## config.mk

```make
export PLATFORM = sky130hd
export DESIGN_NAME = wb_arbiter
export DESIGN_NICKNAME = d
export VERILOG_FILES = /design/src/rtl/wb_arbiter.sv
export SDC_FILE = /design/constraint.sdc
export NUM_CORES = 1
export LEC_CHECK = 0
export BUFFER_PORTS_ARGS = -buffer_cell sky130_fd_sc_hd__buf_2
export CAP_MARGIN = 20
export CORE_UTILIZATION = 33
export DETAILED_ROUTE_END_ITERATION = 16
export GPL_TIMING_DRIVEN = 1
export PLACE_DENSITY = 0.51
export SYNTH_ARGS = -nofsm -noshare
export SYNTH_HDL_FRONTEND = slang
export SYNTH_SLANG_ARGS = --single-unit
```

## constraint.sdc

```tcl
create_clock -name clock -period 3.4 [get_ports clock]
set_clock_uncertainty 0.2 [all_clocks]
set_input_delay 0.51 -clock clock [delete_from_list [all_inputs] [get_ports clock]]
set_output_delay 0.51 -clock clock [all_outputs]
set_load 0.05 [all_outputs]
```

## src/rtl/wb_arbiter.sv

```systemverilog
// Writeback arbiter: buffers ALU and load results in per-source FIFOs and
// drains them round-robin into a single register-file write port.
module wb_arbiter #(
  parameter int DEPTH = 2
) (
  input  logic        clock,
  input  logic        reset,
  input  logic        alu_valid,
  input  logic [4:0]  alu_rd,
  input  logic [31:0] alu_data,
  output logic        alu_ready,
  input  logic        mem_valid,
  input  logic [4:0]  mem_rd,
  input  logic [31:0] mem_data,
  output logic        mem_ready,
  output logic        rf_wen,
  output logic [4:0]  rf_wa,
  output logic [31:0] rf_wd,
  output logic [31:0] pending_mask,
  output logic        busy
);

  localparam int PTR_W = $clog2(DEPTH);
  localparam int CNT_W = PTR_W + 1;
  localparam logic [CNT_W-1:0] FULL = CNT_W'(DEPTH);

  typedef enum logic {GRANT_ALU, GRANT_MEM} grant_t;

  typedef struct packed {
    logic [4:0]  rd;
    logic [31:0] data;
  } entry_t;

  entry_t alu_q [DEPTH];
  entry_t mem_q [DEPTH];

  logic [PTR_W-1:0] alu_wr_ptr, alu_rd_ptr;
  logic [PTR_W-1:0] mem_wr_ptr, mem_rd_ptr;
  logic [CNT_W-1:0] alu_count, mem_count;

  grant_t last_grant, next_grant;
  logic   grant_alu, grant_mem;
  logic   alu_push, mem_push;

  // Ready depends only on registered counts, so a full queue stays
  // not-ready even on a cycle where it is being drained.
  assign alu_ready = (alu_count != FULL);
  assign mem_ready = (mem_count != FULL);

  // Writes to x0 complete the handshake but are dropped here.
  assign alu_push = alu_valid && alu_ready && (alu_rd != 5'd0);
  assign mem_push = mem_valid && mem_ready && (mem_rd != 5'd0);

  always_comb begin
    grant_alu  = 1'b0;
    grant_mem  = 1'b0;
    next_grant = last_grant;
    if ((alu_count != '0) && ((mem_count == '0) || (last_grant == GRANT_MEM))) begin
      grant_alu  = 1'b1;
      next_grant = GRANT_ALU;
    end else if (mem_count != '0) begin
      grant_mem  = 1'b1;
      next_grant = GRANT_MEM;
    end
  end

  always_ff @(posedge clock or negedge reset) begin
    if (!reset) begin
      alu_wr_ptr <= '0;
      alu_rd_ptr <= '0;
      alu_count  <= '0;
    end else begin
      if (alu_push)
        alu_wr_ptr <= alu_wr_ptr + PTR_W'(1);
      if (grant_alu)
        alu_rd_ptr <= alu_rd_ptr + PTR_W'(1);
      case ({alu_push, grant_alu})
        2'b10:   alu_count <= alu_count + CNT_W'(1);
        2'b01:   alu_count <= alu_count - CNT_W'(1);
        default: alu_count <= alu_count;
      endcase
    end
  end

  always_ff @(posedge clock or negedge reset) begin
    if (!reset) begin
      mem_wr_ptr <= '0;
      mem_rd_ptr <= '0;
      mem_count  <= '0;
    end else begin
      if (mem_push)
        mem_wr_ptr <= mem_wr_ptr + PTR_W'(1);
      if (grant_mem)
        mem_rd_ptr <= mem_rd_ptr + PTR_W'(1);
      case ({mem_push, grant_mem})
        2'b10:   mem_count <= mem_count + CNT_W'(1);
        2'b01:   mem_count <= mem_count - CNT_W'(1);
        default: mem_count <= mem_count;
      endcase
    end
  end

  // Queue storage needs no reset; validity is tracked by the counts.
  always_ff @(posedge clock) begin
    if (alu_push)
      alu_q[alu_wr_ptr] <= '{rd: alu_rd, data: alu_data};
    if (mem_push)
      mem_q[mem_wr_ptr] <= '{rd: mem_rd, data: mem_data};
  end

  always_ff @(posedge clock or negedge reset) begin
    if (!reset) begin
      rf_wen     <= 1'b0;
      rf_wa      <= 5'd0;
      rf_wd      <= 32'd0;
      last_grant <= GRANT_MEM;
    end else begin
      rf_wen     <= grant_alu || grant_mem;
      last_grant <= next_grant;
      if (grant_alu) begin
        rf_wa <= alu_q[alu_rd_ptr].rd;
        rf_wd <= alu_q[alu_rd_ptr].data;
      end else if (grant_mem) begin
        rf_wa <= mem_q[mem_rd_ptr].rd;
        rf_wd <= mem_q[mem_rd_ptr].data;
      end
    end
  end

  // Walk the live window of each queue starting at its read pointer.
  always_comb begin
    pending_mask = '0;
    for (int k = 0; k < DEPTH; k++) begin
      if (CNT_W'(k) < alu_count)
        pending_mask[alu_q[alu_rd_ptr + PTR_W'(k)].rd] = 1'b1;
      if (CNT_W'(k) < mem_count)
        pending_mask[mem_q[mem_rd_ptr + PTR_W'(k)].rd] = 1'b1;
    end
    if (rf_wen)
      pending_mask[rf_wa] = 1'b1;
    pending_mask[0] = 1'b0;
  end

  assign busy = (alu_count != '0) || (mem_count != '0) || rf_wen;

endmodule
```

## After elaboration in Yosys (flattened, before gate mapping)

Memories as Yosys holds them, arrays and structs flattened.
Cells that the tools add are included.

| cells by class | value |
|---|---|
| add/sub/neg operators | 8 |
| magnitude comparators | 14 |
| eq/ne operators | 6 |
| multiplexer cells | 30 |
| bitwise operators | 4 |
| reduce and logical (&&, ||, !) cells | 23 |

Operator list:

| cell | count |
|---|---|
| 2-to-1 mux 32 bit | 7 |
| bitwise OR 32 bit | 4 |
| less-than comparator 5 x 6 -> 1 bit, second input constant | 5 |
| demux 1 bit (select 5 bit) | 5 |
| >= comparator 5 x 1 -> 1 bit, second input constant | 5 |
| 2-to-1 mux 1 bit | 14 |
| nonzero test 2 bit | 6 |
| logical AND 1 bit | 10 |
| 2-to-1 mux 5 bit | 2 |
| nonzero test 5 bit | 2 |
| less-than comparator 1 x 2 -> 1 bit, first input constant | 4 |
| one-hot mux 2 bit (2 select lines) | 2 |
| adder 1 bit, second input constant | 4 |
| adder 2 x 1 -> 2 bit, second input constant | 2 |
| equality test 2 x 1 -> 1 bit, second input constant | 2 |
| equality test 2 bit, second input constant | 2 |
| logical OR 1 bit | 4 |
| inequality test 2 bit, second input constant | 2 |
| subtractor 2 x 1 -> 2 bit, second input constant | 2 |
| logical NOT 2 bit | 1 |

| word-level totals | value |
|---|---|
| flip-flop bits (word level) | 47 |
| memory bits (writable) | 148 |
| input bits | 78 |
| output and inout bits | 73 |
| memories kept | 2 |

Memory list:

| name | depth | width | read ports | clocked after Yosys merged registers in | wr ports | RTL line | source |
|---|---|---|---|---|---|---|---|
| alu_q | 2 | 37 | 2 | 0 | 1 | 34 | `entry_t alu_q [DEPTH];` |
| mem_q | 2 | 37 | 2 | 0 | 1 | 35 | `entry_t mem_q [DEPTH];` |

## Longest topological paths before layout

An unclocked memory read counts as a cell.

| logic depth | value |
|---|---|
| word-level depth | 14 |
| mapped depth | 11 |
| depth with buffers taken out | 9 |

## Least setup slack after synthesis

OpenSTA, ideal clock, no wires.

| timing | value |
|---|---|
| kind | register to register |
| start point | register alu_count[0] |
| end point | memory alu_q[0][0] (netlist bit) (enable) |
| library setup time | 431 ps |
| arrival | 2756 ps |
| data required time | 2769 ps |
| setup slack | 13 ps |
| stages on the path, launching flop included | 6 |
| period minus slack after synthesis | 3387 ps |
| path through | dfrtp_1 > inv_1 > ha_1 > inv_1 > o211ai_2 > nor2_1 |

| on the way | value |
|---|---|
| word-level cells in the longest chain between the ends | 5 |

Ends and longest elaborated chain:

| element | RTL line | source |
|---|---|---|
| start, declared | 39 | `logic [CNT_W-1:0] alu_count, mem_count;` |
| start signal, assigned | 78 | `2'b10: alu_count <= alu_count + CNT_W'(1);` |
| start signal, assigned | 79 | `2'b01: alu_count <= alu_count - CNT_W'(1);` |
| start signal, assigned | 80 | `default: alu_count <= alu_count;` |
| inequality test 2 bit | 47 | `assign alu_ready = (alu_count != FULL);` |
| via alu_ready | 11 | `output logic alu_ready,` |
| logical AND 1 bit (2 in a row) | 51 | `assign alu_push = alu_valid && alu_ready && (alu_rd != 5'd0);` |
| 2-to-1 mux 1 bit | 105 | `if (alu_push)` |
| 2-to-1 mux 1 bit (implied by the code) | 106 | `alu_q[alu_wr_ptr] <= '{rd: alu_rd, data: alu_data};` |
| end, declared | 34 |  |

The timed path passes the listed nets, and every way through them passes these cells.

## Worst setup path after layout

| timing | value |
|---|---|
| start point | register mem_rd_ptr |
| end point | output port pending_mask[3] |

| on the way | value |
|---|---|
| word-level cells in the longest chain between the ends | 13 |

Ends and longest elaborated chain:

| element | RTL line | source |
|---|---|---|
| start, declared | 38 | `logic [PTR_W-1:0] mem_wr_ptr, mem_rd_ptr;` |
| start signal, assigned | 94 | `mem_rd_ptr <= mem_rd_ptr + PTR_W'(1);` |
| memory read (2 x 37 bit) * | -- |  |
| less-than comparator 5 x 6 -> 1 bit (implied by the code) or >= comparator 5 x 1 -> 1 bit (tied branches) | 137 | `pending_mask[mem_q[mem_rd_ptr + PTR_W'(k)].rd] = 1'b1;` |
| logical AND 1 bit (implied by the code) | 137 |  |
| 2-to-1 mux 1 bit (implied by the code) | 137 |  |
| demux 1 bit (select 5 bit) | 137 |  |
| bitwise OR 32 bit (no source line) | -- |  |
| 2-to-1 mux 32 bit | 136 | `if (CNT_W'(k) < mem_count)` |
| bitwise OR 32 bit (no source line) | -- |  |
| 2-to-1 mux 32 bit | 134 | `if (CNT_W'(k) < alu_count)` |
| bitwise OR 32 bit (no source line) | -- |  |
| 2-to-1 mux 32 bit * | 136 |  |
| bitwise OR 32 bit (no source line) | -- |  |
| 2-to-1 mux 32 bit * | 139 | `if (rf_wen)` |
| end, declared | 19 | `output logic [31:0] pending_mask,` |

Mark *: on every way between the ends. The rest lies on a longest branch, timed or not.

==> results.ini <==
[critical_path]
crit_fanout = 21
start_kind = register
cp.arrival_ps = 2610
crit_type = register to output port
cp-end-kind = output port
cp.required_ps = 2690
reg2regPathDepth = 10

[die]
dieArea_mm2 = 0.0293
rows = 61
initial_core_util = 0.338
coreArea_mm2 = 0.0279
die_height_um = 171
die_w_um = 171
io_pins = 151

[power_and_ir_drop]
p_switching_w = 0.00556
clock_power_share = 0.169
swShare = 0.475
p_int_w = 0.00615
p_comb_frac = 0.500
p_seq_frac = 0.331
power.leakage_nw = 4.31
power_density_mw_per_mm2 = 1040
ir_drop_mv = 0.439

[global_routing]
overflow = 0
antenna_found_initial = 6
grt_pass1_vias = 6833
grt_max_degree = 62
grt_pass1_wl_um = 39700
grtUsageTotal = 0.182

[job]
drv_cap = 0

[synthesis]
synthTopCellsByArea = edfxtp_1 (47%), dfrtp_1 (12%), mux2i_1 (7.4%)
ys_warn_count = 0
synth.largest_area_cell = edfxtp_1
seq_area_frac_synth = 0.596
ys_seq_elements = 195
synth_edf_count = 148
syn_inst = 738
synth_cell_types = 64
synth-xor-area-share = 0.00743
syn_area_per_cell_um2 = 12.8
synth_flop_cell = edfxtp_1
synth-simple-area-share = 0.114
synth_top_area_share = 0.471
synthAdderAreaFrac = 0.0106
syn_area_mm2 = 0.00944
synth_compound_area_frac = 0.154
ys_async_sr_fraction = 0.241
synthMuxAreaShare = 0.0810
synth_top_family_by_area = compound AO/OA/AOI/OAI gates
synthesis.nets = 824

[placed_design]
place_inst = 1237
portBuffers = 149
post-dp-hpwl_um = 18200
gp_congestion = 0.974

[routing]
via_count = 6859
wire_per_inst_um = 20.6
viasPerCell = 5.38
drt_iter0_drc = 666
drc = 0
drtAntennaViolNets = 0
firstDrtPassIters = 5
drt-total-wl_um = 26300

[timing]
tightestPinTransition_ps = 692
fin_crit_sh = 0.975
slew_violations = 0
timing.fmax_mhz = 302
grt_setup_unrepaired = false
fin_tns_setup_ps = 0
setup_violations = 0
fin_crit_ps = 3320
finalHoldViolCount = 0
max_slew_margin = 0.539

[finish]
area_delta_synth_final_pct = 18.9
fin_cells = 1275
drive_above_1_share = 0.279
nets = 968

[clocking]
h-tree-depth = 4
root_buffer = clkbuf_16
clkLatencyLatePin_ps = 420
cts_tree = built
clock_path_buffers = 2
clk_pin_slew_worst_paths_ps = 80
numCtsBuffers = 17
cts_sinks = 195

[min_path]
hp-class = primary input to register
hold_depth = 1

[status]
run_status = completed

## repair_timing
action,CTS,global route
setup endpoints to repair,0,23
resized for setup,0,7
endpoints found under the hold margin,22,0
setup buffers,0,3
hold buffers,1,0
## kinds of logic after synthesis
kind of cell             Yosys count
XOR/XNOR                           8
adder cells (fa/ha/maj)            8
AND/OR/NAND/NOR                  205
multiplexers                      75
buffers and inverters             58
other                              1
AO/OA/AOI/OAI                    188
flip-flops                       195
## through the flow
step | total power [W] | cell area [µm²] | worst slack (ps) | hold WS [ps] | utilization
after floorplan | 0.00822 | 9440 | 12.9 | 14.4 | -
after global placement | 0.00972 | 10500 | 514 | 296 | 0.377
after detailed placement | 0.00972 | 10500 | 501 | 303 | 0.377
after CTS | 0.0117 | 11100 | 24.3 | 41.8 | 0.399
after global routing | 0.0124 | 11200 | 12.0 | 36.0 | 0.402
final | 0.0117 | 11200 | 83.4 | 65.5 | 0.402
## routing by layer
| metal | part of all wire | global-route usage |
|---|---|---|
| met5 | 0.0019 | 0 |
| met4 | 0.020 | 0.0633 |
| met3 | 0.068 | 0.0514 |
| met2 | 0.49 | 0.309 |
| met1 | 0.42 | 0.222 |
## synth_stat cells, drive strengths merged, types with 3 or more instances
library cell / instances
o32ai: 8
o211ai: 8
inv: 12
o21ai: 5
o22a: 5
a211oi: 37
ha: 8
clkbuf: 10
dfrtp: 46
nand3: 5
nor3b: 3
or2: 3
a22oi: 15
or4: 3
o32a: 3
o22ai: 45
edfxtp: 148
a21oi: 39
a31oi: 4
nand3b: 3
a32oi: 8
or3: 29
a2bb2oi: 3
mux2i: 73
nor3: 21
nor2b: 27
nand2: 18
nand2b: 14
buf: 36
nor2: 65
nand4: 4
xnor2: 7
## power groups by stage
stage / logic, W / registers (W) / clock network (W)
2_1_floorplan: 0.00371 / 0.00451 / 0
3_3_place_gp: 0.00578 / 0.00394 / 0
3_5_place_dp: 0.00578 / 0.00394 / 0
4_1_cts: 0.00579 / 0.00390 / 0.00204
5_1_grt: 0.00630 / 0.00396 / 0.00212
6_report: 0.00586 / 0.00387 / 0.00198
## cell usage in the layout, fill, tap and decap left out, types with 8 or more instances in the layout
master / count
a21oi_1: 37
nor2_1: 61
nor2b_1: 26
buf_4: 18
o32ai_1: 8
edfxtp_1: 148
nand2b_1: 13
or3_1: 29
dfrtp_1: 44
buf_2: 149
clkbuf_16: 17
inv_1: 9
mux2i_1: 70
o22ai_1: 45
nor3_1: 21
nand2_1: 18
a211oi_1: 36
## critical path, stage by stage, from the launching register on
cell,delay (ps)
dfrtp_4,590
buf_8,200
nor2b_1,160
a22oi_1,500
o32ai_1,150
or3_1,360
buf_2,220
## worst paths after layout
check	start	to	slack [ps]
max	mem_rd_ptr$_DFFE_PN0P_	pending_mask[3]	80
min	mem_data[23]	mem_q[1][23]$_DFFE_PP_	70
max reg2reg	mem_count[1]$_DFFE_PN0P_	mem_count[1]$_DFFE_PN0P_	910
min reg2reg	last_grant$_DFFE_PN1P_	last_grant$_DFFE_PN1P_	310
max in group asynchronous	reset	rf_wd[30]$_DFFE_PN0P_	1840
min in group asynchronous	reset	rf_wd[14]$_DFFE_PN0P_	440
## state kept, by name (all words and copies together) (netlist names)
name / flops
mem_rd_ptr: 1
alu_q: 74
rf_wa: 5
mem_q: 74
mem_wr_ptr: 1
alu_rd_ptr: 1
mem_count: 2
rf_wd: 32
last_grant: 1
alu_count: 2
rf_wen: 1
alu_wr_ptr: 1
## final cells by class
type	count	area (µm²)
multi-input combinational	485	3540
clock inverter	15	164
antenna	2	5.00
timing repair buffer	171	937
inverter	12	45.0
sequential	195	5630
clock buffer	17	425
fill	2743	16700
tap	378	473
No activity file was read; power rests on OpenSTA's default activity.
